**src/rtl/tank_level_sensor.sv**
```systemverilog
// Tank plant model: prescaled tick integrates pump fill and demand drain into a clamped 8-bit level.
// Level updates on the tick edge; I/S one clock later; sticky faults; no backpressure (free-running).
module tank_level_sensor #(
   parameter int TICK_DIV   = 4,
   parameter int FILL       = 2,
   parameter int DRAIN      = 3,
   parameter int LOW_TH     = 64,
   parameter int HIGH_TH    = 192,
   parameter int LEVEL_INIT = 0
) (
   input  logic       clk,
   input  logic       rst,
   input  logic       P1,
   input  logic       P2,
   input  logic       demand,
   output logic       I,
   output logic       S,
   output logic [7:0] level,
   output logic       overflow,
   output logic       dry,
   output logic       alt_fault,
   output logic       ctrl_fault
);

   localparam int              CW      = (TICK_DIV > 1) ? $clog2(TICK_DIV) : 1;
   localparam logic [CW-1:0]   CNT_MAX = CW'(TICK_DIV - 1);
   localparam logic [7:0]      LOW8    = 8'(LOW_TH);
   localparam logic [7:0]      HIGH8   = 8'(HIGH_TH);
   localparam logic [7:0]      INIT8   = 8'(LEVEL_INIT);
   localparam logic signed [10:0] FILL_S  = 11'(FILL);
   localparam logic signed [10:0] DRAIN_S = 11'(DRAIN);

   logic [CW-1:0]      cnt;
   logic               tick;
   logic [1:0]         pat;
   logic [1:0]         prev_pat;
   logic [1:0]         last_pump;
   logic [1:0]         npump;
   logic signed [10:0] raw;
   logic [7:0]         level_nxt;
   logic               episode;
   logic               run_s;
   logic               prev_run_s;

   always_comb begin
      tick      = (cnt == CNT_MAX);
      pat       = {P1, P2};
      npump     = {1'b0, P1} + {1'b0, P2};
      raw       = $signed({3'b000, level}) + FILL_S * $signed({9'd0, npump})
                  - (demand ? DRAIN_S : 11'sd0);
      level_nxt = raw[7:0];
      if (raw < 11'sd0)
         level_nxt = 8'd0;
      else if (raw > 11'sd255)
         level_nxt = 8'hff;
      // An episode starts only on the transition into a one-hot pattern.
      episode   = ((pat == 2'b10) || (pat == 2'b01)) && (pat != prev_pat);
      run_s     = (P1 | P2) & S;
   end

   always_ff @(posedge clk) begin
      if (rst) begin
         cnt        <= '0;
         level      <= INIT8;
         I          <= (INIT8 >= LOW8);
         S          <= (INIT8 >= HIGH8);
         overflow   <= 1'b0;
         dry        <= 1'b0;
         alt_fault  <= 1'b0;
         ctrl_fault <= 1'b0;
         prev_pat   <= 2'b00;
         last_pump  <= 2'b00;
         prev_run_s <= 1'b0;
      end else begin
         cnt <= tick ? '0 : cnt + CW'(1);
         I   <= (level >= LOW8);
         S   <= (level >= HIGH8);
         if (tick) begin
            level    <= level_nxt;
            prev_pat <= pat;
            if (raw > 11'sd255)
               overflow <= 1'b1;
            if (raw < 11'sd0)
               dry <= 1'b1;
            // last_pump == 00 means no episode yet, which can never match a one-hot pattern.
            if (episode) begin
               if (last_pump == pat)
                  alt_fault <= 1'b1;
               last_pump <= pat;
            end
            prev_run_s <= run_s;
            if (run_s && prev_run_s)
               ctrl_fault <= 1'b1;
         end
      end
   end

endmodule

```
**config.mk**
```make
export PLATFORM = sky130hd
export DESIGN_NAME = tank_level_sensor
export DESIGN_NICKNAME = d
export VERILOG_FILES = /design/src/rtl/tank_level_sensor.sv
export SDC_FILE = /design/constraint.sdc
export NUM_CORES = 1
export LEC_CHECK = 0
export CORE_ASPECT_RATIO = 0.5
export CORE_MARGIN = 2
export CORE_UTILIZATION = 50
export DETAILED_ROUTE_END_ITERATION = 10
export PLACE_DENSITY = 0.74
export SKIP_CTS_REPAIR_TIMING = 1
export SYNTH_ARGS = -nofsm -noshare
export SYNTH_HDL_FRONTEND = slang
export SYNTH_SLANG_ARGS = --single-unit
```
**constraint.sdc**
```tcl
create_clock -name clk -period 5.36 [get_ports clk]
set_input_delay 0.536 -clock clk [delete_from_list [all_inputs] [get_ports clk]]
set_output_delay 0.536 -clock clk [all_outputs]
set_load 0.1 [all_outputs]
```
### Word level (Yosys, flattened, before mapping)

Index checks and enable logic that the tools add are counted.

* add/subtract/negate cells: 4
* order comparisons: 4
* equality and inequality tests: 5
* mux-type cells: 3
* bitwise operators: 2
* reduce and logical (&&, ||, !) cells: 9

Operators with widths (number)
* $mux W8: 2
* $gt A10 B9 Y1 const B: 1
* $lt A10 B1 Y1 const B: 1
* $sub A9 B2 Y10: 1
* $add A8 B3 Y9: 1
* $ge A8 B7 Y1 const B: 1
* $ge A8 B8 Y1 const B: 1
* $reduce_and A2 Y1: 4
* $eq A2 B2 Y1 const B: 2
* $reduce_and A3 Y1: 1
* $add A1 B1 Y2: 1
* $add A2 B1 Y2 const B: 1
* $eq A2 B1 Y1 const B: 1
* $eq A2 B2 Y1: 1
* $logic_and A1 B1 Y1: 2
* $mux W2: 1
* $ne A2 B2 Y1: 1
* $reduce_or A2 Y1: 1
* $and A1 B1 Y1: 1
* $logic_or A1 B1 Y1: 1
* $or A1 B1 Y1: 1

* register bits: 21
* input bits: 5
* output and inout bits: 14
* word-level logic and storage cells: 38

### Depth between registers and ports, before layout

Gate-level depths: netlist of the first run.

* word-level depth: 6
* gate-level depth with buffers: 13
* depth with buffers taken out: 13

### Worst setup path before layout of the first run

No wires, ideal clock.

* path kind: reg2reg
* start: reg level[1]
* end: reg level[5]
* library setup time: 69 ps
* arrival time: 3139 ps
* required time: 5291 ps
* setup slack: 2152 ps
* cell stages (with the launch flop): 12
* buffers on the path: 0
* period minus slack after synthesis: 3208 ps
* cells stage by stage: dfxtp_1 > inv_1 > fa_1 > inv_1 > ha_1 > inv_1 > fa_1 > nor2b_1 > o31a_4 > o21ai_2 > a211o_2 > o21ai_1

* cells in the longest elaborated chain, start to end: 5
* elaborated cells between the ends (all ways): 6
* those cells by class: add/sub (2); order compare (2); mux (2)

Ends and longest elaborated chain
* from (decl): line 18 `output logic [7:0] level,`
* from (signal assigned): line 79 `level <= level_nxt;`
* $add A8 B3 Y9 (*): line 49 `raw = $signed({3'b000, level}) + FILL_S * $signed({9'd0, npump})`
* $sub A9 B2 Y10 (*): line 50 `- (demand ? DRAIN_S : 11'sd0);`
* $gt A10 B9 Y1: line 54 `else if (raw > 11'sd255)`
* $mux W8: line 54
* $mux W8 (*): line 52 `if (raw < 11'sd0)`

Every way passes the cells marked *; elsewhere a longest branch is shown, timed or not.
A chain may end at the register's enable or synchronous reset.

### Final worst setup path of the first run

* start: in P1
* end: reg level[3]

* cells in the longest elaborated chain, start to end: 6
* elaborated cells between the ends (all ways): 7
* those cells by class: add/sub (3); order compare (2); mux (2)

Ends and longest elaborated chain
* from (decl): line 13 `input logic P1,`
* $add A1 B1 Y2 (*): line 48 `npump = {1'b0, P1} + {1'b0, P2};`
* $add A8 B3 Y9 (*): line 49
* $sub A9 B2 Y10 (*): line 50
* $gt A10 B9 Y1: line 54
* $mux W8: line 54
* $mux W8 (*): line 52

Marks and branches as above.

==> metrics.md, run 1 <==
| Metric | Value |
|---|---|
| Status | `finished clean` |
| First-pass GRT wire length | `4330 um` |
| Initial drt markers | `37` |
| Vias in the first global route | `between 900 and 1k` |
| Max clock buf depth | `2` |
| Data arrival time of the worst path | `around 3.8 ns` |
| Post-synthesis mux area share | `under 10%` |
| Fraction of the yosys area taken by sequential cells | `31.9%` |
| Post-Synthesis Cells | `about 150` |
| Synthesis Warnings | `0` |
| Critical Path End Type | `register` |
| Post-Synth Adder-Cell Area | `between 15 and 20%` |
| Max Cap Viol | `0` |
| GRT Util Overall | `about 18%` |
| Most common cell after layout, fill and taps aside | `inv_1` |
| Clock skew | `between 0.0015 and 0.002 ns` |
| Hold Crit Class | `reg -> reg` |
| Skew-Pair Late Insertion Delay | `between 0.2 and 0.3 ns` |
| Worst-path clk slew | `about 0.07 ns` |
| Io pins | `19` |
| Antenna diode count | `0` |
| Largest net degree at the start of global routing | `15` |
| Nets@finish | `194` |
| Worst VDD drop | `105 uV` |
| Pwr dens | `slightly below 300 nW/um2` |
| TritonCTS clock tree | `yes` |
| Leak | `about 0.64 nW` |
| Gpl congestion | `about 0.82` |
| Row count | `13` |
| CP Launch Type | `input port` |
| #FFs+latches synth | `21` |
| Synth Flop Type | `dfxtp_1` |
| Max-slew headroom | `34.8%` |
| Final min period | `about 3.6 ns` |
| Final Hold Fails | `0` |
| WL/cell | `around 12 um` |
| Post-Synth XOR/XNOR Area | `approximately 4%` |
| Synth-to-Final Area Change | `19.4%` |
| Worst slew pin tran | `about 0.97 ns` |
| RSZ-0062 raised after global routing | `no` |
| DIE WIDTH | `76.6 um` |
| Final TNS setup | `0 ns` |
| Core area | `2550 um2` |
| Synth Area in Compound Gates | `between 10% and 20%` |
| Commonest non-fill, non-tap cells in the layout | `inv_1 (23), dfxtp_1 (21), clkdlybuf4s50_1 (18)` |
| Crit path max fanout | `9` |
| CTS buffer count | `3` |
| Starting Density | `approximately 52%` |
| Slew Limit Fails | `0` |
| Final WS setup | `about 1.8 ns` |
| Async SR Flop Fraction | `0%` |
| Yosys top cell by area | `dfxtp_1` |
| Post-synth EDFFs | `0` |
| Detail Route Antenna Nets | `0` |
| Die H | `40.3 um` |
| Dpl hpwl | `2000 um` |
| First-pass detailed-route iteration total | `4` |
| Clock Sinks | `21` |
| Synth area leaders | `dfxtp_1 (32%), ha_1 (14%), inv_1 (6.5%), xnor2_1 (4.0%), mux2i_1 (3.8%)` |
| Final setup viols | `0` |
| # DRC | `0` |
| Fmax | `between 200 and 300 MHz` |
| Final Hold Slack | `0.434 ns` |
| Share of cells above drive strength 1 | `between 8 and 9%` |
| Mean number of vias per cell | `a little over 5` |
| CTS H-tree depth | `1` |
| CP Data Required Time | `5.55 ns` |
| Largest family of logic cells by synthesized area | `simple AND/OR/NAND/NOR gates` |
| Congestion Overflow GR | `0` |
| Via Count | `1055` |
| DRT Wirelength | `2450 um` |
| Yosys cell types | `39` |
| Mapped cell area | `about 1300 um2` |
| Top-area cell type share of the netlist area | `a little under a third` |
| DP Worst Slack | `between 1 and 1.5 ns` |
| Post-Synth Simple-Gate Area | `18.3%` |
| Clk root buf | `clkbuf_8` |
| Crit share post-route | `approximately two thirds` |
| Die footprint | `3090 um2` |
| Initial antenna violation count | `0` |
| Syn Area/Cell | `8.68 um2` |
| WS Path Type | `in -> reg` |
| I/O Buffers | `18` |
| Syn nets | `174` |
[cell type report]
class	count	area (um2)
clock buffer	4	45.0
fill	243	980
inverter	23	86.3
multi-input combinational	105	796
sequential	21	420
tap	37	46.3
timing repair buffer	18	180
[metrics by stage]
step	power (mW)	std cells	cell area, um2	utilization [%]
floorplan	0.324	152	1320	-
global placement	0.357	204	1530	59.9
detailed placement	0.363	204	1530	59.9
CTS	0.463	208	1570	61.6
global route	0.491	208	1570	61.6
finish	0.460	208	1570	61.6
[worst paths after layout]
path	end	depth (start not counted)	slack, ns	from
worst min-delay path	cnt[0]$_SDFF_PP0_	1	0.43	cnt[0]$_SDFF_PP0_
worst max-delay path	level[3]$_SDFFE_PP0P_	14	1.76	P1
worst min register to register	cnt[0]$_SDFF_PP0_	1	0.43	cnt[0]$_SDFF_PP0_
worst max register to register	level[3]$_SDFFE_PP0P_	11	2.60	level[1]$_SDFFE_PP0P_
[synth_stat cells (2+ instances only)]
cell and n:
and2b_2 2, fa_1 2, ha_1 15, nor2b_1 3
nor3_1 8, nor2_1 13, a211oi_1 2, inv_1 23
a31oi_1 3, xnor2_1 6, nor3b_1 2, mux2i_1 5
o21ai_0 4, dfxtp_1 21, a21oi_1 2, nand2_1 9
o21ai_1 8, nand3_1 3
[sequential cells by signal (all words and copies together) (netlist names)]
signal / cells
level: 8
S: 1
dry: 1
ctrl_fault: 1
alt_fault: 1
prev_run_s: 1
last_pump: 2
prev_pat: 2
cnt: 2
I: 1
overflow: 1
[worst max-delay path: stages]
cell             delay [ns]
clkdlybuf4s50_1        0.60
inv_1                  0.07
ha_1                   0.29
inv_1                  0.08
fa_1                   0.41
inv_1                  0.07
ha_1                   0.21
inv_1                  0.07
fa_1                   0.40
nor2b_1                0.23
o31a_4                 0.18
o21ai_2                0.07
a211o_2                0.41
o21ai_1                0.15
[kinds of logic (layout without fill, tap and decap cells)]
| group | after synthesis | in the layout |
|---|---|---|
| flops | 21 | 21 |
| fa+ha+maj | 17 | 17 |
| simple gates | 46 | 46 |
| xor+xnor | 6 | 6 |
| compound gates | 30 | 30 |
| mux | 6 | 6 |
| buf+inv | 26 | 45 |
[layer usage]
layer / vias to the layer above / GRT usage, % / wire (um)
li1: 551 / - / -
met1: 487 / 23.9 / 1280
met2: 14 / 33.6 / 1100
met3: 3 / 3.38 / 54
met4: 0 / 4.09 / 18
met5: - / 0 / 0
[report_power, final]
group | leakage, nW | switching [mW] | internal (mW)
Sequential | 0.170 | 0.00612 | 0.164
Clock | 0.0228 | 0.0489 | 0.0530
Combinational | 0.451 | 0.117 | 0.0718
Power figures use the tool's default switching activity.
==> run 2, diff against run 1 <==
- CORE_UTILIZATION: 50 -> 48
- PLACE_DENSITY: 0.74 -> 0.75
- clock period: 5.36 -> 3.12 ns (I/O delays scaled with it)
==> metrics.md, run 2 (synthesized netlist as in run 1, its figures left out) <==
| Metric | Value |
|---|---|
| Status | `finished clean` |
| Skew-Pair Late Insertion Delay | `around 0.26 ns` |
| Antenna diode count | `0` |
| Clock skew | `a little under 0.005 ns` |
| First-pass detailed-route iteration total | `4` |
| Pwr dens | `approximately 500 nW/um2` |
| Starting Density | `about 51%` |
| Crit-path most repeated cell | `inv_1` |
| Slowest cell on the critical path | `clkdlybuf4s50_1` |
| GRT Util Overall | `~18%` |
| Core Util, Final | `63.2%` |
| Vias in the first global route | `~970` |
| Final min period | `between 3 and 4 ns` |
| Fmax | `around 330 MHz` |
| Biggest register | `level` |
| Clk root buf | `clkbuf_8` |
| R2R depth | `11` |
| Hold Crit Class | `reg -> reg` |
| Synth-to-Final Area Change | `24.7%` |
| Largest net degree at the start of global routing | `15` |
| Gpl congestion | `0.793` |
| DRT Wirelength | `2690 um` |
| CTS H-tree depth | `1` |
| Max reg flops | `8` |
| Via Count | `1099` |
| WS Path Type | `in -> reg` |
| First-pass GRT wire length | `4420 um` |
| Worst slew pin tran | `about 0.97 ns` |
| Worst-path clk slew | `about 0.070 ns` |
| Most common cell after layout, fill and taps aside | `inv_1` |
| Max clock buf depth | `2` |
| Worst VDD drop | `between 200 and 250 uV` |
| Data arrival time of the worst path | `~3.2 ns` |
| Max-slew headroom | `35.2%` |
| I/O Buffers | `18` |
| Initial drt markers | `36` |
| CP Data Required Time | `approximately 3.3 ns` |
| DIE WIDTH | `about 80 um` |
| TritonCTS clock tree | `yes` |
| WHS Path Cells | `1` |
| Final Hold Slack | `about 0.44 ns` |
| Share of cells above drive strength 1 | `14.8%` |
| Nets@finish | `slightly below 200` |
| Top delay family on crit path | `adder cells` |
| Reg2reg start | `level[1]$_SDFFE_PP0P_` |
| Row count | `13` |
| WL/cell | `about 13 um` |
| WP buf/inv | `5` |
| Detail Route Antenna Nets | `0` |
| Clock Sinks | `21` |
| Leak | `0.683 nW` |
| CTS buffer count | `3` |
| Core area | `approximately 2600 um2` |
| Io pins | `19` |
| Initial antenna violation count | `0` |
| R2R setup slack | `approximately 0.58 ns` |
| Slew Limit Fails | `0` |
| Commonest non-fill, non-tap cells in the layout | `inv_1 (23), dfxtp_1 (20), clkdlybuf4s50_1 (17)` |
| Congestion Overflow GR | `0` |
| Die footprint | `about 3200 um2` |
| Hold Path End | `cnt[0]$_SDFF_PP0_` |
| Final Hold Fails | `0` |
| Dpl hpwl | `2090 um` |
| R2R Path End | `level[1]$_SDFFE_PP0P_` |
| Final setup viols | `0` |
| CP Launch Type | `input port` |
| Max Cap Viol | `0` |
| Critical-path cell list | `clkdlybuf4s50_1 > inv_1 > ha_1 > inv_1 > fa_1 > inv_1 > ha_2 > inv_1 > fa_2 > nor2b_4 > o31a_4 > o21ai_2 > a211o_4 > o21ai_1` |
| Die H | `41.1 um` |
| Mean number of vias per cell | `roughly 5.2` |
| Final WS setup | `approximately 0.092 ns` |
| Crit path depth | `14` |
| Critical Path End Type | `register` |
| Crit share post-route | `around 97%` |
| Crit-path max cell delay | `~0.48 ns` |
| # DRC | `0` |
| DP Worst Slack | `-0.329 ns` |
| Hold Startpoint | `cnt[0]$_SDFF_PP0_` |
| Crit path max fanout | `9` |
==> run 2: how the worst max path moves through the flow <==
stage	startpoint	to
finish	P1	level[1]$_SDFFE_PP0P_
global route	P1	level[1]$_SDFFE_PP0P_
CTS	P1	level[1]$_SDFFE_PP0P_
detailed placement	P1	level[1]$_SDFFE_PP0P_
global placement	P1	level[2]$_SDFFE_PP0P_
floorplan	level[1]$_SDFFE_PP0P_	level[1]$_SDFFE_PP0P_
==> run 2: report_power, final <==
part	internal, mW	switching (mW)	total, mW
clock	0.0889	0.0891	0.178
combinational	0.145	0.216	0.361
sequential	0.281	0.0111	0.293
==> run 2: metal layers <==
layer,track usage (%),routed length (um),up-vias
li1,-,-,567
met1,22.7,1320,506
met2,35.3,1270,24
met3,3.74,98,2
met4,2.19,8,0
met5,0,0,-
==> run 2: metrics by stage <==
step / TNS [ns] / cells / area (um2) / total power, mW
2_1_floorplan: 0 / 152 / 1320 / 0.557
3_3_place_gp: -1.57 / 209 / 1570 / 0.629
3_5_place_dp: -2.82 / 209 / 1570 / 0.638
4_1_cts: -0.369 / 213 / 1610 / 0.813
5_1_grt: -0.0125 / 213 / 1640 / 0.879
6_report: 0 / 213 / 1640 / 0.832
==> run 2: layout make-up <==
| type | count | area, um2 |
|---|---|---|
| sequential | 21 | 422 |
| inverter | 23 | 86.3 |
| clock buffer | 3 | 41.3 |
| timing repair buffer | 23 | 215 |
| fill | 233 | 958 |
| clock inverter | 1 | 5.00 |
| multi-input combinational | 105 | 828 |
| tap | 37 | 46.3 |
